[src/rtl/mmind_pkg.sv]
// Shared constants, FSM encoding and peg helper for the Mastermind scorer.
// A code is NUM_PEGS pegs of PEG_W bits each; peg i sits at [PEG_W*i +: PEG_W].
package mmind_pkg;
  localparam int NUM_PEGS   = 4;
  localparam int PEG_W      = 2;
  localparam int NUM_COLORS = 4;
  localparam int CNT_W      = 3;
  localparam int CODE_W     = NUM_PEGS * PEG_W;
  localparam int IDX_W      = 2;  // walks both pegs (EXACT) and colours (COLOR)

  typedef enum logic [1:0] {
    ST_IDLE  = 2'd0,
    ST_EXACT = 2'd1,
    ST_COLOR = 2'd2,
    ST_DONE  = 2'd3
  } state_e;

  function automatic logic [PEG_W-1:0] peg_get(input logic [CODE_W-1:0] code,
                                               input logic [IDX_W-1:0]  idx);
    return code[idx*PEG_W +: PEG_W];
  endfunction
endpackage

[src/rtl/mmind_color_count.sv]
// Combinational count of unmasked pegs of a given colour.
//   code_i  : packed code (secret or guess)
//   mask_i  : pegs already consumed by exact matches (1 = skip)
//   color_i : colour to count
//   count_o : number of unmasked pegs equal to color_i (0..4)
module mmind_color_count
  import mmind_pkg::*;
(
  input  logic [CODE_W-1:0]   code_i,
  input  logic [NUM_PEGS-1:0] mask_i,
  input  logic [PEG_W-1:0]    color_i,
  output logic [CNT_W-1:0]    count_o
);
  always_comb begin
    count_o = '0;
    for (int p = 0; p < NUM_PEGS; p++) begin
      if (!mask_i[p] && (peg_get(code_i, IDX_W'(p)) == color_i))
        count_o = count_o + CNT_W'(1);
    end
  end
endmodule

[src/rtl/mmind_scorer.sv]
// Sequential Mastermind scorer. On start, latches secret/guess, walks the pegs
// for exact matches (masking them), then walks the colours adding
// min(secret count, guess count) over unmasked pegs as white pegs.
//   clk_i, rst_ni       : clock, async active-low reset
//   start_i             : score request, only honoured in IDLE
//   secret_i, guess_i   : packed codes, sampled on the accepting edge
//   busy_o              : high whenever not IDLE
//   done_o              : one-cycle pulse, results valid while high
//   black_o, white_o    : exact / colour-only counts
//   win_o               : black_o == 4
module mmind_scorer
  import mmind_pkg::*;
(
  input  logic              clk_i,
  input  logic              rst_ni,
  input  logic              start_i,
  input  logic [CODE_W-1:0] secret_i,
  input  logic [CODE_W-1:0] guess_i,
  output logic              busy_o,
  output logic              done_o,
  output logic [CNT_W-1:0]  black_o,
  output logic [CNT_W-1:0]  white_o,
  output logic              win_o
);
  state_e                state_q, state_d;
  logic [CODE_W-1:0]     sec_q, sec_d, gss_q, gss_d;
  logic [IDX_W-1:0]      idx_q, idx_d;
  logic [NUM_PEGS-1:0]   mask_q, mask_d;
  logic [CNT_W-1:0]      blk_q, blk_d, wht_q, wht_d;
  logic [CNT_W-1:0]      black_q, black_d, white_q, white_d;
  logic                  win_q, win_d;
  logic [CNT_W-1:0]      n_sec, n_gss, n_min;

  // In COLOR the index doubles as the colour being counted.
  mmind_color_count u_cnt_sec (.code_i(sec_q), .mask_i(mask_q), .color_i(idx_q), .count_o(n_sec));
  mmind_color_count u_cnt_gss (.code_i(gss_q), .mask_i(mask_q), .color_i(idx_q), .count_o(n_gss));

  assign n_min = (n_sec < n_gss) ? n_sec : n_gss;

  always_comb begin
    state_d = state_q;
    sec_d   = sec_q;
    gss_d   = gss_q;
    idx_d   = idx_q;
    mask_d  = mask_q;
    blk_d   = blk_q;
    wht_d   = wht_q;
    black_d = black_q;
    white_d = white_q;
    win_d   = win_q;
    case (state_q)
      ST_IDLE: begin
        if (start_i) begin
          state_d = ST_EXACT;
          sec_d   = secret_i;
          gss_d   = guess_i;
          idx_d   = '0;
          mask_d  = '0;
          blk_d   = '0;
          wht_d   = '0;
        end
      end
      ST_EXACT: begin
        if (peg_get(sec_q, idx_q) == peg_get(gss_q, idx_q)) begin
          blk_d         = blk_q + CNT_W'(1);
          mask_d[idx_q] = 1'b1;
        end
        idx_d = idx_q + IDX_W'(1);  // wraps to 0, ready for colour 0
        if (idx_q == IDX_W'(NUM_PEGS-1)) state_d = ST_COLOR;
      end
      ST_COLOR: begin
        wht_d = wht_q + n_min;
        idx_d = idx_q + IDX_W'(1);
        if (idx_q == IDX_W'(NUM_COLORS-1)) begin
          // Load results on the edge entering DONE so they are valid with done.
          state_d = ST_DONE;
          black_d = blk_q;
          white_d = wht_d;
          win_d   = (blk_q == CNT_W'(NUM_PEGS));
        end
      end
      ST_DONE: state_d = ST_IDLE;
      default: state_d = ST_IDLE;
    endcase
  end

  always_ff @(posedge clk_i or negedge rst_ni) begin
    if (!rst_ni) begin
      state_q <= ST_IDLE;
      sec_q   <= '0;
      gss_q   <= '0;
      idx_q   <= '0;
      mask_q  <= '0;
      blk_q   <= '0;
      wht_q   <= '0;
      black_q <= '0;
      white_q <= '0;
      win_q   <= 1'b0;
    end else begin
      state_q <= state_d;
      sec_q   <= sec_d;
      gss_q   <= gss_d;
      idx_q   <= idx_d;
      mask_q  <= mask_d;
      blk_q   <= blk_d;
      wht_q   <= wht_d;
      black_q <= black_d;
      white_q <= white_d;
      win_q   <= win_d;
    end
  end

  assign busy_o  = (state_q != ST_IDLE);
  assign done_o  = (state_q == ST_DONE);
  assign black_o = black_q;
  assign white_o = white_q;
  assign win_o   = win_q;
endmodule

[config.mk]
export PLATFORM = sky130hd
export DESIGN_NAME = mmind_scorer
export DESIGN_NICKNAME = d
export VERILOG_FILES = /design/src/rtl/mmind_pkg.sv /design/src/rtl/mmind_color_count.sv /design/src/rtl/mmind_scorer.sv
export SDC_FILE = /design/constraint.sdc
export NUM_CORES = 1
export LEC_CHECK = 0
export ABC_AREA = 1
export BUFFER_PORTS_ARGS = -buffer_cell sky130_fd_sc_hd__buf_2
export CAP_MARGIN = 20
export CORE_MARGIN = 4
export CORE_UTILIZATION = 55
export DETAILED_ROUTE_END_ITERATION = 7
export GPL_TIMING_DRIVEN = 1
export PLACE_DENSITY_LB_ADDON = 0.15
export SLEW_MARGIN = 20
export SYNTH_ARGS = -nofsm -noshare
export SYNTH_HDL_FRONTEND = slang
export SYNTH_SLANG_ARGS = --single-unit
export TNS_END_PERCENT = 1
[constraint.sdc]
create_clock -name clk_i -period 4.4 [get_ports clk_i]
set_input_delay 0.44 -clock clk_i [delete_from_list [all_inputs] [get_ports clk_i]]
set_output_delay 0.44 -clock clk_i [all_outputs]
set_load 0.1 [all_outputs]
==> out/qor.yml, run 1 <==
status:
  status: "finished, final reports clean"
synthesis:
  synth_top_area_cell: "dfrtp_1"
  synth_most_common_cell: "nand2_1"
  ys_ff_latch: 37
  yosysTopAreaCellShare: 0.369
  yosysWarnings: 0
  synth_edf_count: 0
  synthesis.nets: 361
  yosysUniqueCellTypes: 31
  syn_avg_cell_area_um2: 7.81
  ys.flop_type: "dfrtp_1"
  yosys-top-cells-area: "dfrtp_1 (37%), nand2_1 (15%), ha_1 (10%)"
  synthArstFlopShare: 1.00
  netlist_top_cells_count: "nand2_1 (101), inv_1 (41), dfrtp_1 (37)"
  synth_area_mm2: 0.00251
  postSynthCellCount: 321
  yosysSeqAreaShare: 0.369
detailed_routing:
  wl_per_cell_um: 12.1
  routed_wirelength_um: 4860
  vias_per_cell: 4.98
  vias: 2002
  ant_nets: 0
  drt-pass1-iter-count: 4
  drtIter0Drc: 88
  drc: 0
grt:
  grt_max_degree: 38
  grt_busiest_layer: "met2"
  grt_util_met2: 0.313
  grt.overflow.total: 0
  use_met1: 0.279
  grt_pass1_wl_um: 8610
  first_global_vias: 1818
  use_met3: 0.0475
  grt_util_all_layers: 0.200
  antenna_found_initial: 0
final_layout:
  seq_area_um2: 926
  fin_nets: 389
  fillers: 405
  area_growth_pct: 10.4
  drive_gt1_frac: 0.166
  diodes: 0
  multiInputGateArea_mm2: 0.00136
setup_path:
  critical_path.n_buffers_inverters: 5
  reg2reg_from: "idx_q[0]"
  worst-path-stages: 21
  r2r-end: "white_o[2]"
  cp_top_family: "adder cells"
  required_ns: 4.56
  worstPathMaxFanout: 10
  r2r.worst_path.cells: 21
  critical_path_class: "reg2reg"
  cp-startpoint: "idx_q[0]"
  max_stage_delay_ns: 0.51
  r2r_setup_slack_ns: 0.50
  timing.critical_path.arrival_ns: 4.07
  critPathCapture: "white_o[2]"
  crit_chain: "inv_2, or2_2, nand4_1, inv_1, ha_1, inv_1, nand3_1, nand2_1, ha_1, inv_1, o21ai_0, inv_1, ha_1, a21oi_1, nand2_2, nand2_1, nand2_1, ha_1, fa_1, xor2_1, o21ai_0"
  cp-start-kind: "register"
  slowest_stage: "dfrtp_1"
  crit_path_end_kind: "register"
run:
  max-cap-violations: 0
place:
  hpwl_um: 3760
  globalplace.congestion: 0.873
  place.port_buffers: 27
floorplanning:
  die_area_mm2: 0.00570
  dieWidth_um: 75.5
  pin_count: 28
  die_h_um: 75.5
  rows: 24
  core_area_mm2: 0.00438
  initial_core_util: 0.572
sta:
  rsz0062_at_grt: "no"
  fin_tns_setup_ns: 0
  tightest_slew_ns: 0.839
  final-setup-viol-count: 0
  fin_crit_ns: 3.90
  hold_viol: 0
  min_period_over_period: 0.887
  slew_headroom: 0.440
  drv_slew: 0
  max_freq_mhz: 256
  fin_skew_ns: 0.00440
clock_network:
  postCtsSetupRepairBufs: 0
  cts.sinks: 37
  clock-root-buffer: "clkbuf_8"
  hold_buffers: 0
  insertion_delay_ns: 0.29
  cts_max_path_buffers: 2
  numCtsBuffers: 5
  clk_pin_slew_ns: 0.08
  htreeDepth: 2
  cts_resized: 0
  cts_tree: "done"
min_path:
  hold_class: "in2async"
-- layout by cell type (no fill, tap or decap), drive strengths merged --
master | Yosys | layout
clkbuf | 4 | 6
clkinv | 0 | 1
inv | 43 | 43
buf | 3 | 28
o21ai | 28 | 28
or2 | 2 | 2
o22ai | 1 | 1
mux2 | 1 | 1
xnor2 | 10 | 10
bufinv | 0 | 1
nor3 | 2 | 2
nand4 | 5 | 5
nand3 | 21 | 21
fa | 1 | 1
a21oi | 7 | 7
nand2 | 108 | 108
nor2 | 18 | 18
dfrtp | 37 | 37
nand2b | 1 | 1
xor2 | 9 | 9
ha | 20 | 20
-- metal layers --
metal	share of wire	vias up	wire length (µm)
met2	0.45	27	2190
met3	0.035	6	170
met5	0	-	0
li1	-	1058	-
met1	0.50	911	2440
met4	0.012	0	59
-- through the flow --
step | util | worst slack, ns | hold WS, ns | instances | cell area (µm²)
floorplan | - | 0.818 | 0.144 | 321 | 2510
global placement | 0.606 | 0.637 | 0.457 | 394 | 2660
detailed placement | 0.606 | 0.502 | 0.465 | 394 | 2660
CTS | 0.632 | 0.480 | 0.273 | 402 | 2770
global route | 0.632 | 0.0644 | 0.309 | 402 | 2770
finish | 0.632 | 0.496 | 0.243 | 402 | 2770
-- worst min-delay path by stage --
stage / startpoint / slack (ns) / to / cells after the start
floorplan: rst_ni / 0.14 / black_o[0] / 0
global route: rst_ni / 0.31 / sec_q[3] / 1
detailed placement: mask_q[3] / 0.46 / mask_q[3] / 2
CTS: rst_ni / 0.27 / sec_q[3] / 1
finish: rst_ni / 0.24 / sec_q[2] / 1
global placement: mask_q[3] / 0.46 / mask_q[3] / 2
-- worst reg2reg max path: cells and delay by family (launching register included) --
kind,cells,cell delay (ns)
AND/OR/NAND/NOR,7,0.78
flip-flops,1,0.51
adder cells (fa/ha/maj),5,1.38
XOR/XNOR,1,0.18
buffers and inverters,5,0.37
AO/OA/AOI/OAI,3,0.55
-- cell type report --
type / count / share of cell area
well taps: 52 / 0.0235
inverters: 43 / 0.0592
clock buffers: 6 / 0.0262
multi-input cells: 234 / 0.491
repair buffers: 28 / 0.0515
flip-flops and latches: 37 / 0.334
clock inverters: 2 / 0.0140
-- registers in the layout (all words and copies together) (netlist names) --
signal	flops
blk_q	3
wht_q	3
win_o	1
mask_q	4
gss_q	8
idx_q	2
white_o	3
black_o	3
state_q	2
sec_q	8
-- logic make-up after synthesis --
family | synth area share
flip-flops | 0.369
XOR/XNOR | 0.0694
buffers and inverters | 0.0883
adder cells (fa/ha/maj) | 0.108
multiplexers | 0.00449
AND/OR/NAND/NOR | 0.282
AO/OA/AOI/OAI | 0.0783
Power of run 1 is left out: the tool's default activity adds up to more than one toggle a clock period on the data nets, which glitch-free logic cannot reach.
==> run 2: changes to the inputs <==
--- a/config.mk
+++ b/config.mk
@@ -11,4 +11,5 @@
 export CORE_MARGIN = 4
 export CORE_UTILIZATION = 55
+export CTS_BUF_LIST = sky130_fd_sc_hd__clkbuf_16
 export DETAILED_ROUTE_END_ITERATION = 7
 export GPL_TIMING_DRIVEN = 1
==> constraint.sdc (replaced) <==
create_clock -name clk_i -period 4.4 [get_ports clk_i]
set_input_delay 0.22 -clock clk_i [delete_from_list [all_inputs] [get_ports clk_i]]
set_output_delay 0.22 -clock clk_i [all_outputs]
set_load 0.1 [all_outputs]
==> out/qor.yml, run 2 (synthesis gave the netlist of run 1 again) <==
run:
  max-cap-violations: 0  # unchanged
final_layout:
  diodes: 0  # unchanged
  top_regs: "gss_q x8, sec_q x8, mask_q x4"
  final_util: 0.644  # +0.0128
  drive_gt1_frac: 0.166  # unchanged
  most-common-layout-cells: "nand2_1 (101), inv_1 (42), dfrtp_1 (37), buf_2 (27), o21ai_0 (24)"
  area_growth_pct: 12.7
  final_common_cell: "nand2_1"
  fin_nets: 389  # unchanged
clock_network:
  postCtsSetupRepairBufs: 0  # unchanged
  clock-root-buffer: "clkbuf_16"
  cts_tree: "done"
  hold_buffers: 0  # unchanged
  htreeDepth: 2  # unchanged
  cts_resized: 0  # unchanged
  insertion_delay_ns: 0.28  # about the same
  numCtsBuffers: 5  # unchanged
  clk_pin_slew_ns: 0.06  # -0.02 ns
  cts.sinks: 37  # unchanged
  cts_max_path_buffers: 2  # unchanged
place:
  hpwl_um: 3760  # unchanged
  place.port_buffers: 27  # unchanged
  globalplace.congestion: 0.873  # unchanged
setup_path:
  critical_path_class: "reg2reg"
  crit_path_end_kind: "register"
  critical_path.n_buffers_inverters: 5  # unchanged
  cp_top_family: "adder cells"
  slowest_stage: "dfrtp_1"
  r2r_setup_slack_ns: 0.50  # about the same
  worstPathMaxFanout: 10  # unchanged
  crit_chain: "inv_2, or2_2, nand4_1, inv_1, ha_1, inv_1, nand3_1, nand2_1, ha_1, inv_1, o21ai_0, inv_1, ha_1, a21oi_1, nand2_2, nand2_1, nand2_1, ha_1, fa_1, xor2_1, o21ai_0"
  required_ns: 4.55  # about the same
  timing.critical_path.arrival_ns: 4.05  # -0.02 ns
  cp-start-kind: "register"
  max_stage_delay_ns: 0.50  # about the same
detailed_routing:
  ant_nets: 0  # unchanged
  drc: 0  # unchanged
  routed_wirelength_um: 4900  # +0.84%
  vias: 2048  # +2.3%
  wl_per_cell_um: 12.2  # +0.84%
  drtIter0Drc: 134  # +52%
  drt-pass1-iter-count: 4  # unchanged
  vias_per_cell: 5.09  # +2.3%
status:
  status: "finished, final reports clean"
floorplanning:
  rows: 24  # unchanged
  pin_count: 28  # unchanged
  initial_core_util: 0.572  # unchanged
  dieWidth_um: 75.5  # unchanged
  core_area_mm2: 0.00438  # unchanged
  die_area_mm2: 0.00570  # unchanged
  die_h_um: 75.5  # unchanged
sta:
  fin_crit_ns: 3.90  # -0.00258 ns
  rsz0062_at_grt: "no"
  slew_headroom: 0.458  # +0.0172
  hold_ws_ns: 0.0305  # -0.213 ns
  drv_slew: 0  # unchanged
  final-setup-viol-count: 0  # unchanged
  fin_skew_ns: 0.00461  # +0.000214 ns
  tightest_slew_ns: 0.813  # -0.0258 ns
  min_period_over_period: 0.887  # about the same
  fin_tns_setup_ns: 0  # unchanged
  hold_viol: 0  # unchanged
  max_freq_mhz: 256  # about the same
grt:
  grt.overflow.total: 0  # unchanged
  grt_pass1_wl_um: 8750  # +1.6%
  grt_util_all_layers: 0.200  # +0.000276
  grt_max_degree: 38  # unchanged
  first_global_vias: 1868  # +2.8%
  antenna_found_initial: 0  # unchanged
min_path:
  hold_class: "in2async"
run 2: cell types whose count changed in the layout (fill, tap and decap cells not counted):
| cell | before | now |
|---|---|---|
| clkbuf_16 | 0 | 5 |
| clkbuf_8 | 5 | 0 |
| clkbuf_1 | 1 | 0 |
| inv_1 | 41 | 42 |
run 2: per-layer routing:
metal,global-route usage,share of wire,vias up
li1,-,-,1058
met4,0.0466,0.0061,0
met5,0,0,-
met1,0.277,0.48,946
met2,0.328,0.47,40
met3,0.0356,0.048,4
run 2: metrics by stage:
stage,std cells,area (µm²),setup slack (ns)
after floorplan,321,2510,0.818
after detailed placement,394,2660,0.502
after global placement,394,2660,0.637
after global routing,402,2830,0.0659
final,402,2830,0.499
after CTS,402,2830,0.478
run 2: final cells by class:
class	count	area, µm²
well taps	52	65.1
flip-flops and latches	37	926
clock buffers	5	125
repair buffers	28	143
fillers	385	1560
multi-input cells	234	1360
clock inverters	3	42.5
inverters	43	164
run 2: path summary, 6_finish.rpt:
path	to	cells past startpoint	start
worst min register to register	mask_q[3]	2	mask_q[3]
min in group clk_i	gss_q[3]	3	guess_i[3]
worst max-delay path	white_o[2]	21	idx_q[0]
worst max register to register	white_o[2]	21	idx_q[0]
worst min-delay path	sec_q[2]	1	rst_ni
max in group asynchronous	gss_q[0]	1	rst_ni
Power of run 2 is left out for the same reason.
